--- src/rtl/motion_scheduler.sv ---
// motion_scheduler: splash timer plus regime FSM that turns button or
// accelerometer input into one step command per action tick, with a
// valid/ready handshake toward the object updater.
//
// Ports:
//   pixel_clk, rst_n             clock, async active-low reset
//   end_of_frame                 one-cycle pulse per video frame
//   button_c/u/d/l/r             synchronised level buttons (c = regime select)
//   accel_x, accel_y             two's-complement accelerometer samples
//   step_ready                   updater accepts the pending step
//   step_valid, step_left/right/up/down   registered step command
//   regime                       00 splash, 11 buttons, 10 accel, 01 autopilot
//   logo_active                  high while the splash logo is shown
//
// Optional feature: define MOTION_SCHED_AUTOPILOT_EN to build the autopilot
// regime (right+down for 64 ticks, then left+up for 64 ticks, repeating).
module motion_scheduler #(
  parameter int unsigned FRAMES_PER_ACTION = 2,
  parameter int unsigned LOGO_FRAMES       = 300,
  parameter int unsigned ACCEL_DEADZONE    = 2
) (
  input  logic       pixel_clk,
  input  logic       rst_n,
  input  logic       end_of_frame,
  input  logic       button_c,
  input  logic       button_u,
  input  logic       button_d,
  input  logic       button_l,
  input  logic       button_r,
  input  logic [7:0] accel_x,
  input  logic [7:0] accel_y,
  input  logic       step_ready,
  output logic       step_valid,
  output logic       step_left,
  output logic       step_right,
  output logic       step_up,
  output logic       step_down,
  output logic [1:0] regime,
  output logic       logo_active
);

  localparam int unsigned FRAME_W = 8;
  localparam int unsigned LOGO_W  = 16;
  localparam int unsigned MAG_W   = 9;
  localparam int unsigned DIR_W   = 4;
`ifdef MOTION_SCHED_AUTOPILOT_EN
  localparam int unsigned PHASE_W = 7;
`endif

  // State encoding doubles as the regime output code.
  typedef enum logic [1:0] {
    SPLASH  = 2'b00,
`ifdef MOTION_SCHED_AUTOPILOT_EN
    AUTO    = 2'b01,
`endif
    ACCEL   = 2'b10,
    BUTTONS = 2'b11
  } state_t;

  state_t               state, state_next;
  logic [LOGO_W-1:0]    logo_cnt, logo_cnt_next;
  logic [FRAME_W-1:0]   frame_cnt, frame_cnt_next;
  logic                 btn_c_q;
  logic                 c_rise;
  logic                 tick;
  logic [DIR_W-1:0]     dirs;
  logic [DIR_W-1:0]     dir_q, dir_next;
  logic                 valid_next;
  logic                 logo_next;
  logic [MAG_W-1:0]     mag_x, mag_y;
`ifdef MOTION_SCHED_AUTOPILOT_EN
  logic [PHASE_W-1:0]   phase_cnt, phase_next;
`endif

  // Magnitude of a two's-complement byte; -128 maps to 128, hence 9 bits.
  function automatic logic [MAG_W-1:0] magnitude(input logic [7:0] v);
    logic [MAG_W-1:0] ext;
    ext = {v[7], v};
    return v[7] ? (~ext + MAG_W'(1)) : ext;
  endfunction

  assign c_rise = button_c & ~btn_c_q;
  assign mag_x  = magnitude(accel_x);
  assign mag_y  = magnitude(accel_y);

  // Registers.
  always_ff @(posedge pixel_clk or negedge rst_n) begin
    if (!rst_n) begin
      state       <= SPLASH;
      logo_cnt    <= '0;
      frame_cnt   <= '0;
      btn_c_q     <= 1'b0;
      step_valid  <= 1'b0;
      dir_q       <= '0;
      logo_active <= 1'b1;
`ifdef MOTION_SCHED_AUTOPILOT_EN
      phase_cnt   <= '0;
`endif
    end else begin
      state       <= state_next;
      logo_cnt    <= logo_cnt_next;
      frame_cnt   <= frame_cnt_next;
      btn_c_q     <= button_c;
      step_valid  <= valid_next;
      dir_q       <= dir_next;
      logo_active <= logo_next;
`ifdef MOTION_SCHED_AUTOPILOT_EN
      phase_cnt   <= phase_next;
`endif
    end
  end

  // Next-state, counters, direction set and step handshake.
  always_comb begin
    state_next     = state;
    logo_cnt_next  = logo_cnt;
    frame_cnt_next = frame_cnt;
    valid_next     = step_valid;
    dir_next       = dir_q;
    tick           = 1'b0;
    dirs           = '0;
`ifdef MOTION_SCHED_AUTOPILOT_EN
    phase_next     = phase_cnt;
`endif

    case (state)
      SPLASH: begin
        if (end_of_frame) begin
          if (logo_cnt == LOGO_W'(LOGO_FRAMES - 1)) begin
            state_next    = BUTTONS;
            logo_cnt_next = '0;
          end else begin
            logo_cnt_next = logo_cnt + LOGO_W'(1);
          end
        end
      end
      BUTTONS: if (c_rise) state_next = ACCEL;
`ifdef MOTION_SCHED_AUTOPILOT_EN
      ACCEL:   if (c_rise) state_next = AUTO;
      AUTO:    if (c_rise) state_next = BUTTONS;
`else
      ACCEL:   if (c_rise) state_next = BUTTONS;
`endif
      default: state_next = SPLASH;
    endcase

    // Action tick on the wrap of the frame counter; held at 0 during splash.
    if (state == SPLASH) begin
      frame_cnt_next = '0;
    end else if (end_of_frame) begin
      if (frame_cnt == FRAME_W'(FRAMES_PER_ACTION - 1)) begin
        frame_cnt_next = '0;
        tick           = 1'b1;
      end else begin
        frame_cnt_next = frame_cnt + FRAME_W'(1);
      end
    end

    // Direction set {left, right, up, down} from the current (old) regime.
    case (state)
      BUTTONS: dirs = {button_l, button_r & ~button_l, button_u, button_d & ~button_u};
      ACCEL:   dirs = {~accel_y[7] & (mag_y > MAG_W'(ACCEL_DEADZONE)),
                        accel_y[7] & (mag_y > MAG_W'(ACCEL_DEADZONE)),
                        accel_x[7] & (mag_x > MAG_W'(ACCEL_DEADZONE)),
                       ~accel_x[7] & (mag_x > MAG_W'(ACCEL_DEADZONE))};
`ifdef MOTION_SCHED_AUTOPILOT_EN
      AUTO:    dirs = phase_cnt[PHASE_W-1] ? 4'b1010 : 4'b0101;
`endif
      default: dirs = '0;
    endcase

`ifdef MOTION_SCHED_AUTOPILOT_EN
    if (state == AUTO && tick) phase_next = phase_cnt + PHASE_W'(1);
    if (state_next == AUTO && state != AUTO) phase_next = '0;
`endif

    // A tick may issue only when the output slot is free or being accepted.
    if (tick && (!step_valid || step_ready) && (dirs != '0)) begin
      valid_next = 1'b1;
      dir_next   = dirs;
    end else if (step_valid && step_ready) begin
      valid_next = 1'b0;
      dir_next   = '0;
    end

    logo_next = (state_next == SPLASH);
  end

  assign regime     = state;
  assign step_left  = dir_q[3];
  assign step_right = dir_q[2];
  assign step_up    = dir_q[1];
  assign step_down  = dir_q[0];

endmodule

--- config.mk ---
export PLATFORM = sky130hd
export DESIGN_NAME = motion_scheduler
export DESIGN_NICKNAME = d
export VERILOG_FILES = /design/src/rtl/motion_scheduler.sv
export SDC_FILE = /design/constraint.sdc
export NUM_CORES = 1
export LEC_CHECK = 0
export CAP_MARGIN = 30
export CORE_MARGIN = 3
export CORE_UTILIZATION = 28
export DETAILED_ROUTE_END_ITERATION = 8
export PLACE_DENSITY = 0.53
export SLEW_MARGIN = 0
export SYNTH_ARGS = -nofsm -noshare
export SYNTH_HDL_FRONTEND = slang
export SYNTH_SLANG_ARGS = --single-unit
--- constraint.sdc ---
create_clock -name pixel_clk -period 5.9 [get_ports pixel_clk]
set_input_delay 1.18 -clock pixel_clk [delete_from_list [all_inputs] [get_ports pixel_clk]]
set_output_delay 1.18 -clock pixel_clk [all_outputs]
set_load 0.005 [all_outputs]
======== Word level (Yosys, flattened, before mapping) ========
Index checks and enable logic that the tools add are counted.
cells by class
  muxes and demuxes ....................... 19
  reductions and logical operators ........ 11
  equality and inequality tests ........... 4
  add/subtract/negate cells ............... 4
  bitwise operators ....................... 14
  order comparisons ....................... 2
operators by type and width
  cell                                                                  number
  8-bit 2-to-1 mux                                                      3
  9-bit by 1-bit adder with 9-bit output, second input constant         2
  9-bit by 2-bit > comparator with 1-bit output, second input constant  2
  9-bit 2-to-1 mux                                                      2
  9-bit inverter                                                        2
  16-bit by 1-bit adder with 16-bit output, second input constant       1
  16-bit by 9-bit == test with 1-bit output, second input constant      1
  16-bit 2-to-1 mux                                                     1
  8-bit by 1-bit adder with 8-bit output, second input constant         1
  8-bit by 1-bit == test with 1-bit output, second input constant       1
  2-bit 2-to-1 mux                                                      4
  4-bit 2-to-1 mux                                                      2
  4-bit case mux with 2 select lines                                    1
  1-bit bitwise AND                                                     7
  2-bit case mux with 3 select lines                                    1
  1-bit 2-to-1 mux                                                      5
  1-bit inverter                                                        5
  2-bit == test, second input constant                                  2
  2-bit logical NOT                                                     2
  2-bit nonzero test                                                    2
  4-bit nonzero test                                                    1
  1-bit logical AND                                                     3
  2-bit AND reduction                                                   1
  1-bit logical NOT                                                     1
  1-bit logical OR                                                      1
storage, ports and cells
  output and inout bits ................... 8
  register bits ........................... 33
  logic and storage cells ................. 61

======== Depth between registers and ports, before layout ========
  depth after elaboration ................. 9
  mapped depth ............................ 7
  mapped depth without buffers ............ 7

======== Worst setup path before layout ========
No wires, ideal clock.
  kind .................................... input port to flip-flop
  start point ............................. in accel_x[0]
  end point ............................... reg step_valid
  setup slack ............................. 3.144 ns
  stages on the path ...................... 7
  path buffers ............................ 0
  setup time .............................. 0.124 ns
  data arrival time ....................... 2.632 ns
  cells stage by stage .................... inv_1 ha_1 mux2_2 a221oi_1 o21ai_1 o31a_4 or2_1
on the way
  cells in the longest elaborated chain, start to end .. 9
RTL lines
  element                                                 line      source
  start, declared                                         30        input logic [7:0] accel_x,
  9-bit inverter                                          79        return v[7] ? (~ext + MAG_W'(1)) : ext;
  9-bit by 1-bit adder with 9-bit output                  79
  9-bit 2-to-1 mux *                                      79
  9-bit by 2-bit > comparator with 1-bit output *         164, 165
  1-bit bitwise AND (on tied branches)                    165, 164
  4-bit case mux with 2 select lines *                    160       case (state)
  4-bit nonzero test *                                    178       if (tick && (!step_valid || step_ready) && (dirs != '0)) begin
  1-bit logical AND *                                     178
  1-bit 2-to-1 mux or 2-bit nonzero test (tied branches)  -
  end signal, assigned                                    104       step_valid <= valid_next;
  end, declared                                           33        output logic step_valid,
Mark *: on every way between the ends. The rest lies on a longest branch, timed or not.
A chain may end at the register's enable or synchronous reset.

======== Worst setup path after layout ========
Ends and elaborated chain as after synthesis.

==> run metrics <==
Setup CP Type=in -> reg; pwr/cell area=219 mW/mm²; die footprint=0.00745 mm²; Final Slew Violations=0; slowest stage cell, crit path=clkdlybuf4s50_1; Storage cell area=827 µm²; Placeable Area=0.00610 mm²; Post-synth EDFFs=0; CTS tree=built; clock-pin slew on the worst setup and hold paths=0.07 ns; Initial Util=29.6%; CTS max path bufs=2; CP Capture Type=flip-flop; Post-synth ARST share=100%; Worst VDD drop=159 µV; Setup Buffers After CTS=0; initial antenna violation count=0; Avg Inst Size Synth=9.41 µm²; Seq/Total Area, Yosys=45.8%; Max stage delay on crit path=0.50 ns; number of buffers created by CTS=5; most frequent cells in the layout=32 x dfrtp_1, 32 x clkdlybuf4s50_1, 21 x nor2_1; gr ovfl total=0; final setup violating endpoints=0; remaining routing DRC violations=0; multi-input combinational cell area=927 µm²; synth unique cells=45; post-cts hold buffer count=0; Final period util=52.5%; first-pass GRT wire length=6.62 mm; Max-Cap Viols=0; clk root buf=clkbuf_8; Synth Flop Type=dfrtp_1; fmax=323 MHz; Clock Latency Late Sink=0.28 ns; antenna diode count=0; synth-to-layout area growth=27.5%; Ports=33; fill count=623; largest fanout on the critical path=5; Hold Path Class=reg -> reg; top-area cell type share of the netlist area=44.3%; Synth Register Bits=33; die width=86.3 µm; worst path bufs/invs=2; drt first pass iters=4; dpl hpwl=2.85 mm; via/cell ratio=4.83; post-layout util=37.8%; Final Critical Period=3.09 ns; WL/cell=12.8 µm; vias=1,473; outcome=finished, final reports clean; Post-Synthesis Cells=192; final count of hold timing violations=0; Syn Std Cell Area=0.00181 mm²; slew margin rel.=65.6%; share of cells above drive strength 1=7.39%; unrepaired setup endpoints after global routing=no; Die H=86.3 µm; delay-heaviest family, CP=compound AO/OA/AOI/OAI gates; gr usage total=11.0%; Yosys Warn Count=0; largest net degree at the start of global routing=34; synthesized net count=222; H-tree depth=2; Sum Neg Setup Slack=0 ns; worst path arrival time=3.27 ns; Worst Path Required=6.07 ns; Worst-Margin Slew=0.516 ns; drt initial violations=86; num rows=28; synth top area cells=dfrtp_1 44%, nor2_1 4.4%, nand2_1 4.2%, xnor2_1 3.9%, o21ai_0 3.6%; Post-CTS Resized=0; vias in the first global route=1,490; leakage=1.00 nW; Synth area leader=dfrtp_1; Total Routed Length=3.91 mm; critical path, cell by cell=clkdlybuf4s50_1 > inv_1 > ha_1 > mux2_2 > a221oi_1 > o21ai_1 > o31a_4 > or2_1; Port Buffers=32; GPL Wtd Cong=0.752; Nets=259; number of clock sinks=33; Worst setup SP type=primary input; Fin Clk Skew=0.00884 ns; Detail Route Antenna Nets=0
-- where the power goes --
group	switching [mW]	total [mW]	internal (mW)
sequential	0.0183	0.262	0.243
combinational	0.0278	0.0660	0.0383
clock	0.0807	0.176	0.0951
-- sequential cells by signal, indices dropped and copies added, names as in the netlist --
signal       flops
btn_c_q          1
frame_cnt        8
regime           2
dir_q            4
logo_active      1
logo_cnt        16
step_valid       1
-- Yosys cell counts (2+ instances only) --
library cell / instances
a32oi_1: 2
clkbuf_1: 2
nor4b_1: 2
nand4_1: 3
inv_1: 10
mux2i_1: 2
xnor2_1: 8
and3_2: 2
nand2b_1: 2
nor2_1: 21
and4_1: 2
dfrtp_1: 32
o22ai_1: 5
a21o_1: 3
ha_1: 5
o211ai_1: 2
and3_1: 5
o31ai_1: 2
nand2_1: 20
nor3_1: 6
or4_1: 4
xor2_1: 5
nor2b_1: 3
o21ai_0: 13
nor4bb_1: 2
nand3_1: 10
-- stage by stage --
step	setup slack (ns)	hold WS [ns]	power [mW]	area, µm²	instances
6_report	2.81	0.507	0.504	2300	305
5_1_grt	2.75	0.525	0.528	2300	305
4_1_cts	2.81	0.504	0.511	2300	305
3_5_place_dp	2.51	0.489	0.331	2210	297
3_3_place_gp	2.53	0.494	0.331	2210	297
2_1_floorplan	3.14	0.460	0.297	1810	192
-- kinds of logic (layout without fill, tap and decap cells) --
group	after synthesis	after routing	synth area share (%)
mux	3	3	1.73
simple gates	90	90	26.9
fa+ha+maj	5	5	3.46
xor+xnor	13	13	6.30
compound gates	35	35	12.9
buf+inv	13	51	2.91
flops	33	33	45.8
-- final timing paths --
check	from	endpoint	slack (ns)	cells past startpoint
max in group asynchronous	rst_n	logo_active	4.27	2
hold reg to reg	logo_cnt[14]	logo_cnt[14]	0.51	1
min in group asynchronous	rst_n	logo_cnt[7]	1.30	2
setup reg to reg	frame_cnt[1]	dir_q[1]	3.72	7
hold / removal	logo_cnt[14]	logo_cnt[14]	0.51	1
setup / recovery	accel_x[0]	step_valid	2.81	8
-- cell type report --
class | count | area share (%)
well taps | 75 | 4.07
repair buffers | 33 | 14.2
multi-input cells | 146 | 40.2
inverters | 10 | 1.63
clock buffers | 8 | 3.91
flip-flops and latches | 33 | 35.9
-- metal layers --
metal  part of all wire (%)  vias up  global-route usage, %
met1                     51      687                   15.2
met5                      0        -                      0
met2                     45       17                   16.9
met4                   0.95        0                   2.55
li1                       -      763                      -
met3                    3.3        6                   3.23
No activity file was read; power rests on OpenSTA's default activity.
